==> config.mk <==
export PLATFORM = sky130hd
export DESIGN_NAME = fadd_norm_round
export DESIGN_NICKNAME = d
export VERILOG_FILES = /design/src/rtl/fadd_norm_round.sv
export SDC_FILE = /design/constraint.sdc
export NUM_CORES = 1
export LEC_CHECK = 0
export BUFFER_PORTS_ARGS = -buffer_cell sky130_fd_sc_hd__buf_2
export CORE_MARGIN = 5
export CORE_UTILIZATION = 55
export CTS_CLUSTER_SIZE = 16
export DETAILED_ROUTE_END_ITERATION = 10
export PLACE_DENSITY = 0.85
export SYNTH_ARGS = -nofsm -noshare
export SYNTH_HDL_FRONTEND = slang
export SYNTH_SLANG_ARGS = --single-unit
==> constraint.sdc <==
create_clock -name clk -period 7.3 [get_ports clk]
set_input_delay 0.73 -clock clk [delete_from_list [all_inputs] [get_ports clk]]
set_output_delay 0.73 -clock clk [all_outputs]
set_load 0.02 [all_outputs]
==> src/rtl/fadd_norm_round.sv <==
// Post-addition normalize-and-round stage of the fp32 add/sub path.
// Two-stage valid/ready pipeline: leading-zero count, then shift/round/pack.
module fadd_norm_round #(
    parameter bit RND_EN = 1'b1,
    parameter bit FTZ    = 1'b1
) (
    input  logic        clk,
    input  logic        rst_n,
    input  logic        in_valid,
    output logic        in_ready,
    input  logic        in_sign,
    input  logic [7:0]  in_exp,
    input  logic [31:0] in_mant,
    input  logic        in_sticky,
    output logic        out_valid,
    input  logic        out_ready,
    output logic [31:0] out_result,
    output logic [3:0]  out_flags
);

    // Leading-zero count of a 32-bit word; 32 when the word is zero.
    function automatic logic [5:0] lza_32(input logic [31:0] v);
        lza_32 = 6'd32;
        for (int i = 0; i < 32; i++) begin
            if (v[i]) lza_32 = 6'(31 - i);
        end
    endfunction

    logic        s1_valid;
    logic        s1_sign;
    logic [7:0]  s1_exp;
    logic [31:0] s1_mant;
    logic        s1_sticky;
    logic [5:0]  s1_count;

    logic        adv2;
    logic        in_fire;

    assign adv2     = !out_valid || out_ready;
    assign in_ready = !s1_valid || adv2;
    assign in_fire  = in_valid && in_ready;

    always_ff @(posedge clk or negedge rst_n) begin
        if (!rst_n) begin
            s1_valid  <= 1'b0;
            s1_sign   <= 1'b0;
            s1_exp    <= 8'd0;
            s1_mant   <= 32'd0;
            s1_sticky <= 1'b0;
            s1_count  <= 6'd0;
        end else if (in_fire) begin
            s1_valid  <= 1'b1;
            s1_sign   <= in_sign;
            s1_exp    <= in_exp;
            s1_mant   <= in_mant;
            s1_sticky <= in_sticky;
            s1_count  <= lza_32(in_mant);
        end else if (adv2) begin
            s1_valid  <= 1'b0;
        end
    end

    logic [31:0] sh;
    logic [9:0]  e_pre;
    logic [9:0]  e_fin;
    logic [22:0] frac;
    logic        g_bit;
    logic        s_bit;
    logic        inc;
    logic [23:0] frac_r;
    logic        inexact;
    logic        is_zero;
    logic        uf;
    logic        ov;
    logic [31:0] res;
    logic [3:0]  flg;

    // Exponent is kept 10-bit two's complement so underflow shows as <= 0.
    always_comb begin
        sh      = s1_mant << s1_count;
        e_pre   = {2'b00, s1_exp} + 10'd1 - {4'b0000, s1_count};
        frac    = sh[30:8];
        g_bit   = sh[7];
        s_bit   = (|sh[6:0]) || s1_sticky;
        inexact = g_bit || s_bit;
        inc     = RND_EN && g_bit && (s_bit || frac[0]);
        frac_r  = {1'b0, frac} + {23'd0, inc};
        e_fin   = e_pre + {9'd0, frac_r[23]};
        is_zero = (s1_mant == 32'd0);
        uf      = FTZ && ($signed(e_fin) <= 10'sd0);
        ov      = ($signed(e_fin) >= 10'sd255);
        res     = {s1_sign, e_fin[7:0], frac_r[22:0]};
        flg     = {1'b0, 1'b0, inexact, 1'b0};
        if (is_zero) begin
            res = 32'd0;
            flg = 4'b0001;
        end else if (uf) begin
            res = {s1_sign, 31'd0};
            flg = 4'b0111;
        end else if (ov) begin
            res = {s1_sign, 8'hFF, 23'd0};
            flg = 4'b1010;
        end
    end

    // Output register only moves when downstream can take it, holding results stable under stall.
    always_ff @(posedge clk or negedge rst_n) begin
        if (!rst_n) begin
            out_valid  <= 1'b0;
            out_result <= 32'd0;
            out_flags  <= 4'd0;
        end else if (adv2) begin
            out_valid <= s1_valid;
            if (s1_valid) begin
                out_result <= res;
                out_flags  <= flg;
            end
        end
    end

endmodule

==> results of run 1 <==
## routing by layer
metal / share of wire [%] / wire length [um]
met1: 43 / 8080
met4: 3.1 / 581
met5: 0 / 0
met3: 7.1 / 1330
met2: 47 / 8810
## power groups by stage
stage          Sequential (mW)  Combinational [mW]  Clock (mW)
2_1_floorplan            0.766               0.601           0
3_3_place_gp             0.696               0.914           0
3_5_place_dp             0.706               0.938           0
4_1_cts                  0.699               0.946       0.446
5_1_grt                  0.717                1.03       0.472
6_report                 0.701               0.956       0.443
## synth_stat cells, drive strengths merged, types with 6 or more instances
cell    instances  area share (%)
buf            27             3.1
a32oi          11             1.4
mux2           51             8.5
mux2i          22             3.3
xnor2           6            0.78
a211oi          7            0.85
o31ai           6            0.67
o21ai          31             2.3
nand4          12             1.1
nand2b         12             1.1
a22o           15             1.9
clkbuf         13            0.72
mux4           28             9.6
nor2b           9            0.84
nor4           17             1.6
dfrtp          86              32
and2            6            0.56
inv            27             1.5
xor2            7            0.91
a21oi          26             2.1
nand2          63             3.5
nor2           49             2.7
nor3           10            0.74
nand3          30             2.3
o211ai          7            0.78
ha             15             2.8
## through the flow
stage	power (mW)	util, %	cell area, um2
after floorplan	1.37	-	6740
after global placement	1.61	59.9	7190
after detailed placement	1.64	59.9	7190
after CTS	2.09	62.2	7470
after global routing	2.22	62.2	7470
final	2.10	62.2	7470
## cell families after synthesis
kind of cell             count (synthesis)  share of synthesized area [%]
XOR/XNOR                                13                           1.69
adder cells (fa/ha/maj)                 17                           3.38
buffers and inverters                   68                           5.35
AND/OR/NAND/NOR                        243                           18.8
multiplexers                           101                           21.4
flip-flops                              86                           31.9
AO/OA/AOI/OAI                          161                           17.4
## worst max path at each step
| stage | startpoint | endpoint | cells past startpoint |
|---|---|---|---|
| after floorplan | s1_count[0] | out_result[16] | 23 |
| after global placement | s1_count[3] | out_result[15] | 21 |
| after detailed placement | s1_count[0] | out_result[22] | 21 |
| after CTS | s1_count[0] | out_result[22] | 21 |
| after global routing | s1_count[3] | out_result[22] | 21 |
| final | s1_count[3] | out_result[22] | 21 |
## area by class of cell
class,count,area (um2),area share [%]
Clock buffer,11,233,3.11
Inverter,28,105,1.41
Clock inverter,5,50.0,0.670
Tap cell,147,184,2.46
Multi-Input combinational cell,535,4230,56.7
Timing Repair Buffer,94,513,6.87
Sequential cell,86,2150,28.8
## cells in the final DEF, fill, tap and decap left out, types with 5 or more instances in the layout
master and n:
dfrtp_1 85, buf_2 82, nand2_1 61, mux2_2 51
nor2_1 48, o21ai_0 30, nand3_1 29, inv_1 27
a21oi_1 25, mux4_2 23, mux2i_1 22, nor4_1 17
a22o_1 15, ha_1 15, nand2b_1 12, nand4_1 12
a32oi_1 11, buf_4 11, nor3_1 10, nor2b_1 9
clkbuf_16 9, o211ai_1 7, xor2_1 7, o31ai_1 6
and2_1 6, a211oi_1 6, xnor2_1 6, mux4_1 5
a22oi_1 5, a21o_1 5
## worst register-to-register path, delay by kind of cell (launching register included)
| family | cells | cell delay (ns) |
|---|---|---|
| and+or+nand+nor | 9 | 2.89 |
| adders and majority gates | 3 | 0.83 |
| AOI/OAI and AO/OA | 7 | 1.74 |
| DFF | 1 | 0.81 |
| buffers and inverters | 2 | 0.39 |
## sequential cells by signal, indices dropped and copies added, names as in the netlist
signal	cells
out_valid	1
s1_valid	1
s1_count	6
s1_sign	1
s1_exp	8
s1_mant	32
out_result	32
out_flags	4
s1_sticky	1
==> metrics.yaml, run 1 <==
place:
  place_ws_ns: 0.708
  placed_cells: 890
  gp_congestion: 0.933
  port_buffers: 83
  place.detailed.hpwl_mm: 14.1
flow_run:
  drv_cap: 0
timing:
  timing.final.ws_setup_ns: 0.574
  drv_slew: 0
  fin_tns_setup_ns: 0
  period_share_pct: 92.1
  fin_skew_ns: 0.00742
  timing.hold.ws_ns: 0.479
  finalSetupViolCount: 0
  worst_pin_slew_ns: 1.14
  rsz0062_at_grt: "no"
  max_freq_mhz: 149
  slew_headroom_pct: 24.0
  period_minus_slack_ns: 6.73
  hold_viol_final: 0
global_routing:
  grtUsageMet2_pct: 41.7
  grt.overflow.total: 0
  track_usage_pct: 26.3
  grt_pass1_vias: 5944
  met3_usage_pct: 4.44
  grtUsageMet1_pct: 36.0
  grt.busiest_layer: "met2"
  grt_pass1_wl_mm: 30.7
  antenna_found_initial: 0
  grt_max_degree: 87
clock_network:
  htree_levels: 3
  ctsResizeCount: 0
  clk_pin_slew_ns: 0.06
  insertion_delay_ns: 0.35
  post-cts-setup-buffers: 0
  clockRootBuffer: "clkbuf_16"
  cts_tree: "yes"
  cts_buffer_depth: 2
  cts_num_sinks: 86
  cts_made_buffers: 9
  cts.hold.buffers_added: 0
pwr:
  p_sw_uw: 846
  seq_power_share_pct: 33.4
  p_leak_nw: 3.21
  pwr-share-clk_pct: 21.1
  peakVddDrop_mv: 0.160
  p_int_mw: 1.25
  power_density_nw_per_um2: 281
  power.share.switching_pct: 40.3
  combPwrFrac_pct: 45.5
route:
  wl_per_cell_um: 20.7
  totalWireLength_mm: 18.8
  drtAntennaViolNets: 0
  via_count: 6159
  vias_per_cell: 6.80
  drt-initial-drc-count: 713
  firstDrtPassIters: 5
  remaining_drc_errors: 0
critical_path:
  crit_chain: "nor4bb_1 > a221oi_1 > o21ai_0 > nand4bb_1 > nor2_1 > and3_1 > nand3_1 > or4_1 > fa_1 > inv_1 > ha_1 > fa_1 > a211oi_2 > o211a_1 > a2111oi_2 > nor4_1 > or3_1 > nor2_2 > buf_4 > a222oi_1 > o211ai_1"
  r2r_start: "s1_count[3]"
  cp_common_cell: "fa_1"
  endpoint_kind: "flop"
  crit_path_max_fanout: 27
  r2r.worst_path.cells: 21
  reg2reg_to: "out_result[22]"
  crit_buf_inv: 2
  ff2ff_setup_slack_ns: 0.57
  cp.required_ns: 7.56
  crit_path_start_kind: "flop"
  cp_slowest_stage_delay_ns: 0.81
  crit_family: "simple AND/OR/NAND/NOR gates"
  critPathArrivalTime_ns: 6.99
  worstSetupPathType: "flop to flop"
  cpMaxStageDelayCell: "dfrtp_1"
synth:
  yosysSeqAreaShare_pct: 31.9
  synth_cell_types: 79
  async_flop_share_pct: 100
  yosys_warnings: 0
  synthCells: 689
  avgSynthCellArea_um2: 9.78
  synth.ff_latch_count: 86
  postSynthNetCount: 752
  synth_flop_cell: "dfrtp_1"
  syn-cell-area_um2: 6740
  synth_edf_count: 0
cells_and_area:
  insertedDiodeCount: 0
  drive_above_1_share_pct: 26.5
  finish.net_count: 817
  syn2layout_area_growth_pct: 10.8
  fin_cells: 906
  n_fill_cell: 994
floorplan:
  die-width_um: 121
  coreArea_um2: 12000
  start_util_pct: 56.1
  die_height_um: 121
  dieArea_um2: 14600
  io_pins: 84
  row_count: 40
run_status:
  status: "finished, final reports clean"
hold_path:
  min_path_type: "flop to flop"
  holdCritStartpoint: "out_result[27]"
  hold_end: "out_result[27]"
  holdPathStages: 2
No activity file was read; power rests on OpenSTA's default activity.
==> inputs of run 2 (changes only) <==
--- a/config.mk
+++ b/config.mk
@@ -10,6 +10,7 @@
 export CORE_UTILIZATION = 55
 export CTS_CLUSTER_SIZE = 16
 export DETAILED_ROUTE_END_ITERATION = 10
+export MAX_ROUTING_LAYER = met4
 export PLACE_DENSITY = 0.85
 export SYNTH_ARGS = -nofsm -noshare
 export SYNTH_HDL_FRONTEND = slang
==> metrics.yaml, run 2 (synthesis gave the netlist of run 1 again) <==
timing:
  worst_pin_slew_ns: 1.13
  finalSetupViolCount: 0
  period_minus_slack_ns: 6.71
  slew_headroom_pct: 24.3
  period_share_pct: 91.9
  max_freq_mhz: 149
  rsz0062_at_grt: "no"
  drv_slew: 0
  hold_viol_final: 0
  fin_tns_setup_ns: 0
  fin_skew_ns: 0.00840
floorplan:
  die-width_um: 121
  die_height_um: 121
  row_count: 40
  io_pins: 84
  coreArea_um2: 12000
  start_util_pct: 56.1
  dieArea_um2: 14600
global_routing:
  grt_max_degree: 87
  antenna_found_initial: 0
  grt_pass1_wl_mm: 30.0
  track_usage_pct: 26.5
  grt.overflow.total: 0
  grt_pass1_vias: 5703
clock_network:
  cts.hold.buffers_added: 0
  cts_tree: "yes"
  post-cts-setup-buffers: 0
  htree_levels: 3
  cts_made_buffers: 9
  cts_num_sinks: 86
  insertion_delay_ns: 0.35
  clockRootBuffer: "clkbuf_16"
  clk_pin_slew_ns: 0.06
  ctsResizeCount: 0
  cts_buffer_depth: 2
critical_path:
  crit_path_max_fanout: 27
  worstSetupPathType: "flop to flop"
  ff2ff_setup_slack_ns: 0.59
  cp.required_ns: 7.55
  critPathArrivalTime_ns: 6.96
  crit_path_start_kind: "flop"
  endpoint_kind: "flop"
pwr:
  pwr-share-clk_pct: 21.6
  combPwrFrac_pct: 45.4
  power.share.switching_pct: 40.1
  seq_power_share_pct: 33.0
  peakVddDrop_mv: 0.191
  power_density_nw_per_um2: 282
  p_int_mw: 1.26
  power_mw: 2.11
  p_leak_nw: 3.21
  p_sw_uw: 847
route:
  wl_per_cell_um: 20.3
  drtAntennaViolNets: 0
  via_count: 5930
  totalWireLength_mm: 18.4
  firstDrtPassIters: 5
  drt-initial-drc-count: 745
  remaining_drc_errors: 0
  vias_per_cell: 6.55
cells_and_area:
  n_fill_cell: 987
  insertedDiodeCount: 0
  layout_commonest_cell: "dfrtp_1"
  multi_input_area_um2: 4230
  regArea_um2: 2150
  drive_above_1_share_pct: 26.5
  postLayoutCoreUtil_pct: 62.3
  layout_common_cells: "85 x dfrtp_1, 82 x buf_2, 61 x nand2_1, 51 x mux2_2, 48 x nor2_1"
  finish.net_count: 817
  reg_top3: "out_result (32), s1_mant (32), s1_exp (8)"
  syn2layout_area_growth_pct: 11.0
run_status:
  status: "finished, final reports clean"
hold_path:
  min_path_type: "flop to flop"
place:
  port_buffers: 83
  place.detailed.hpwl_mm: 13.9
  gp_congestion: 0.993
flow_run:
  drv_cap: 0
run 2: per-stage QoR:
stage	instances	area [um2]	worst slack, ns	hold WS (ns)
after floorplan	689	6740	1.60	0.434
after global placement	890	7190	0.905	0.457
after detailed placement	890	7190	0.696	0.466
after CTS	906	7480	0.603	0.480
after global routing	906	7480	0.0412	0.513
final	906	7480	0.590	0.475
run 2: layout make-up:
class	instances	area share, %
timing repair buffer	94	6.86
inverter	28	1.40
sequential	86	28.8
clock buffer	12	3.29
multi-input combinational	535	56.6
tap	147	2.46
clock inverter	4	0.635
run 2: final timing paths:
kind	to	cells past startpoint	start
worst min-delay path	out_flags[3]	2	out_flags[3]
max in group asynchronous	s1_count[0]	1	rst_n
min in group asynchronous	s1_mant[31]	1	rst_n
worst max register to register	out_result[15]	21	s1_count[0]
worst min register to register	out_flags[3]	2	out_flags[3]
worst max-delay path	out_result[15]	21	s1_count[0]
run 2: routing by layer:
metal  track usage [%]  vias to the layer above  routed length [um]
met5                 -                        -                   0
met2              40.8                      279                8650
met4              8.43                        0                 488
met3              4.82                       46                1230
met1              35.8                     2835                8060
li1                  -                     2770                   -
run 2: critical path: stages (launching register included):
cell,delay [ns]
dfrtp_2,0.78
mux2_2,0.35
a221oi_1,0.11
o21ai_0,0.52
nand4bb_1,0.34
nor2_1,0.37
and3_1,0.24
nand3_1,0.08
or4_1,0.55
fa_1,0.38
inv_1,0.06
ha_1,0.20
fa_1,0.25
a211oi_2,0.11
o211a_1,0.24
a2111oi_2,0.46
nor4_1,0.13
or3_1,0.51
nor2_2,0.27
buf_4,0.34
nand3_1,0.14
o211ai_1,0.15
run 2: power by group through the flow:
stage / registers, mW / logic (mW) / clock network [mW]
after global routing: 0.715 / 1.03 / 0.484
after detailed placement: 0.703 / 0.942 / 0
after floorplan: 0.766 / 0.601 / 0
final: 0.698 / 0.959 / 0.456
after CTS: 0.697 / 0.948 / 0.463
after global placement: 0.695 / 0.925 / 0
==> inputs of run 3 (changes only) <==
--- a/config.mk
+++ b/config.mk
@@ -12,6 +12,9 @@
 export DETAILED_ROUTE_END_ITERATION = 10
 export MAX_ROUTING_LAYER = met4
 export PLACE_DENSITY = 0.85
+export REMOVE_ABC_BUFFERS = 1
+export SKIP_LAST_GASP = 1
+export SLEW_MARGIN = 20
 export SYNTH_ARGS = -nofsm -noshare
 export SYNTH_HDL_FRONTEND = slang
 export SYNTH_SLANG_ARGS = --single-unit
==> metrics.yaml, run 3 (synthesis gave the netlist of run 1 again) <==
run_status:
  status: "finished, final reports clean"
floorplan:
  die-width_um: 121
  start_util_pct: 56.1
  coreArea_um2: 12000
  io_pins: 84
  row_count: 40
  dieArea_um2: 14600
  die_height_um: 121
clock_network:
  clk_pin_slew_ns: 0.06
  ctsResizeCount: 0
  insertion_delay_ns: 0.36
  cts_tree: "yes"
  htree_levels: 3
  cts_made_buffers: 9
  cts_num_sinks: 86
  post-cts-setup-buffers: 0
  clockRootBuffer: "clkbuf_16"
  cts.hold.buffers_added: 0
  cts_buffer_depth: 2
critical_path:
  cp.required_ns: 7.56
  crit_family: "simple AND/OR/NAND/NOR gates"
  cpMaxStageDelayCell: "dfrtp_1"
  crit_buf_inv: 4
  r2r_start: "s1_count[2]"
  crit_chain: "inv_1 > mux4_2 > a211o_1 > a21oi_4 > nand2_2 > or3_1 > or4_1 > fa_1 > inv_1 > ha_1 > fa_1 > a211oi_2 > o211a_1 > a2111oi_2 > nor4_1 > or3_1 > nor2_2 > buf_4 > buf_4 > nand4b_1 > o211ai_1"
  critPathArrivalTime_ns: 6.96
  r2r.worst_path.cells: 21
  crit_path_start_kind: "flop"
  endpoint_kind: "flop"
  cp_slowest_stage_delay_ns: 1.02
  crit_path_max_fanout: 27
  reg2reg_to: "out_result[22]"
  ff2ff_setup_slack_ns: 0.61
  worstSetupPathType: "flop to flop"
timing:
  worst_pin_slew_ns: 1.03
  finalSetupViolCount: 0
  period_minus_slack_ns: 6.69
  hold_viol_final: 0
  period_share_pct: 91.7
  fin_tns_setup_ns: 0
  timing.hold.ws_ns: 0.428
  rsz0062_at_grt: "no"
  fin_skew_ns: 0.00707
  drv_slew: 0
  slew_headroom_pct: 31.2
  max_freq_mhz: 149
cells_and_area:
  regArea_um2: 2150
  fin_cells: 907
  insertedDiodeCount: 0
  reg_top3: "out_result (32), s1_mant (32), s1_exp (8)"
  multi_input_area_um2: 4240
  stdcell_area_um2: 7470
  drive_above_1_share_pct: 26.6
  n_fill_cell: 1012
  syn2layout_area_growth_pct: 10.8
  finish.net_count: 820
  layout_common_cells: "85 x dfrtp_1, 82 x buf_2, 61 x nand2_1, 51 x mux2_2, 48 x nor2_1"
  postLayoutCoreUtil_pct: 62.2
  layout_commonest_cell: "dfrtp_1"
route:
  vias_per_cell: 6.62
  totalWireLength_mm: 18.7
  remaining_drc_errors: 0
  wl_per_cell_um: 20.6
  drt-initial-drc-count: 752
  drtAntennaViolNets: 0
  firstDrtPassIters: 6
  via_count: 6000
pwr:
  p_leak_nw: 3.21
  power_density_nw_per_um2: 275
  peakVddDrop_mv: 0.146
place:
  port_buffers: 83
  placed_cell_area_um2: 7210
  placed_cells: 893
  gp_congestion: 0.993
  place.detailed.hpwl_mm: 14.2
global_routing:
  antenna_found_initial: 0
  grt.overflow.total: 0
  track_usage_pct: 27.2
  grt_pass1_wl_mm: 30.4
  grt_pass1_vias: 5841
  grt_max_degree: 87
flow_run:
  drv_cap: 0
hold_path:
  min_path_type: "input port to asynchronous set/reset pin"
-- run 3: changes by cell type in the layout (fill, tap and decap cells not counted) --
| cell | delta |
|---|---|
| buf_4 | +2 |
| buf_6 | +1 |
| bufinv_16 | -1 |
| clkbuf_8 | -1 |
| clkinv_2 | +1 |
| clkinvlp_4 | -1 |
| nand2_2 | -1 |
| nand2_4 | +1 |
-- run 3: area by class of cell --
class                           count  area share, %
Multi-Input combinational cell    535           56.8
Sequential cell                    86           28.8
Timing Repair Buffer               97           7.22
Clock buffer                       11           3.12
Tap cell                          147           2.46
Inverter                           28           1.41
Clock inverter                      3          0.201
-- run 3: how the worst max path moves through the flow --
stage	start	to	slack [ns]	cells after the start
floorplan	s1_count[0]	out_result[16]	-0.45	19
global placement	s1_count[2]	out_result[16]	0.86	20
detailed placement	s1_count[0]	out_result[22]	0.66	22
CTS	s1_count[0]	out_result[22]	0.63	22
global route	s1_count[0]	out_result[22]	0.16	22
finish	s1_count[2]	out_result[22]	0.61	21
-- run 3: metal layers --
metal	vias to the layer above	global-route usage (%)	share of wire, %
li1	2779	-	-
met1	2875	34.8	42
met2	291	42.1	48
met3	55	5.00	6.7
met4	0	12.6	4.0
met5	-	-	0
-- run 3: where the power goes --
part           internal (mW)  total (mW)  leakage [nW]  switching, mW
logic                  0.404       0.947          2.03          0.543
clock network          0.225       0.401         0.125          0.177
registers              0.590       0.704          1.05          0.114
-- run 3: stage by stage --
step / total power, mW / worst slack, ns
final: 2.05 / 0.607
after global routing: 2.18 / 0.161
after CTS: 2.05 / 0.627
after detailed placement: 1.65 / 0.657
after global placement: 1.62 / 0.860
after floorplan: 1.34 / -0.454
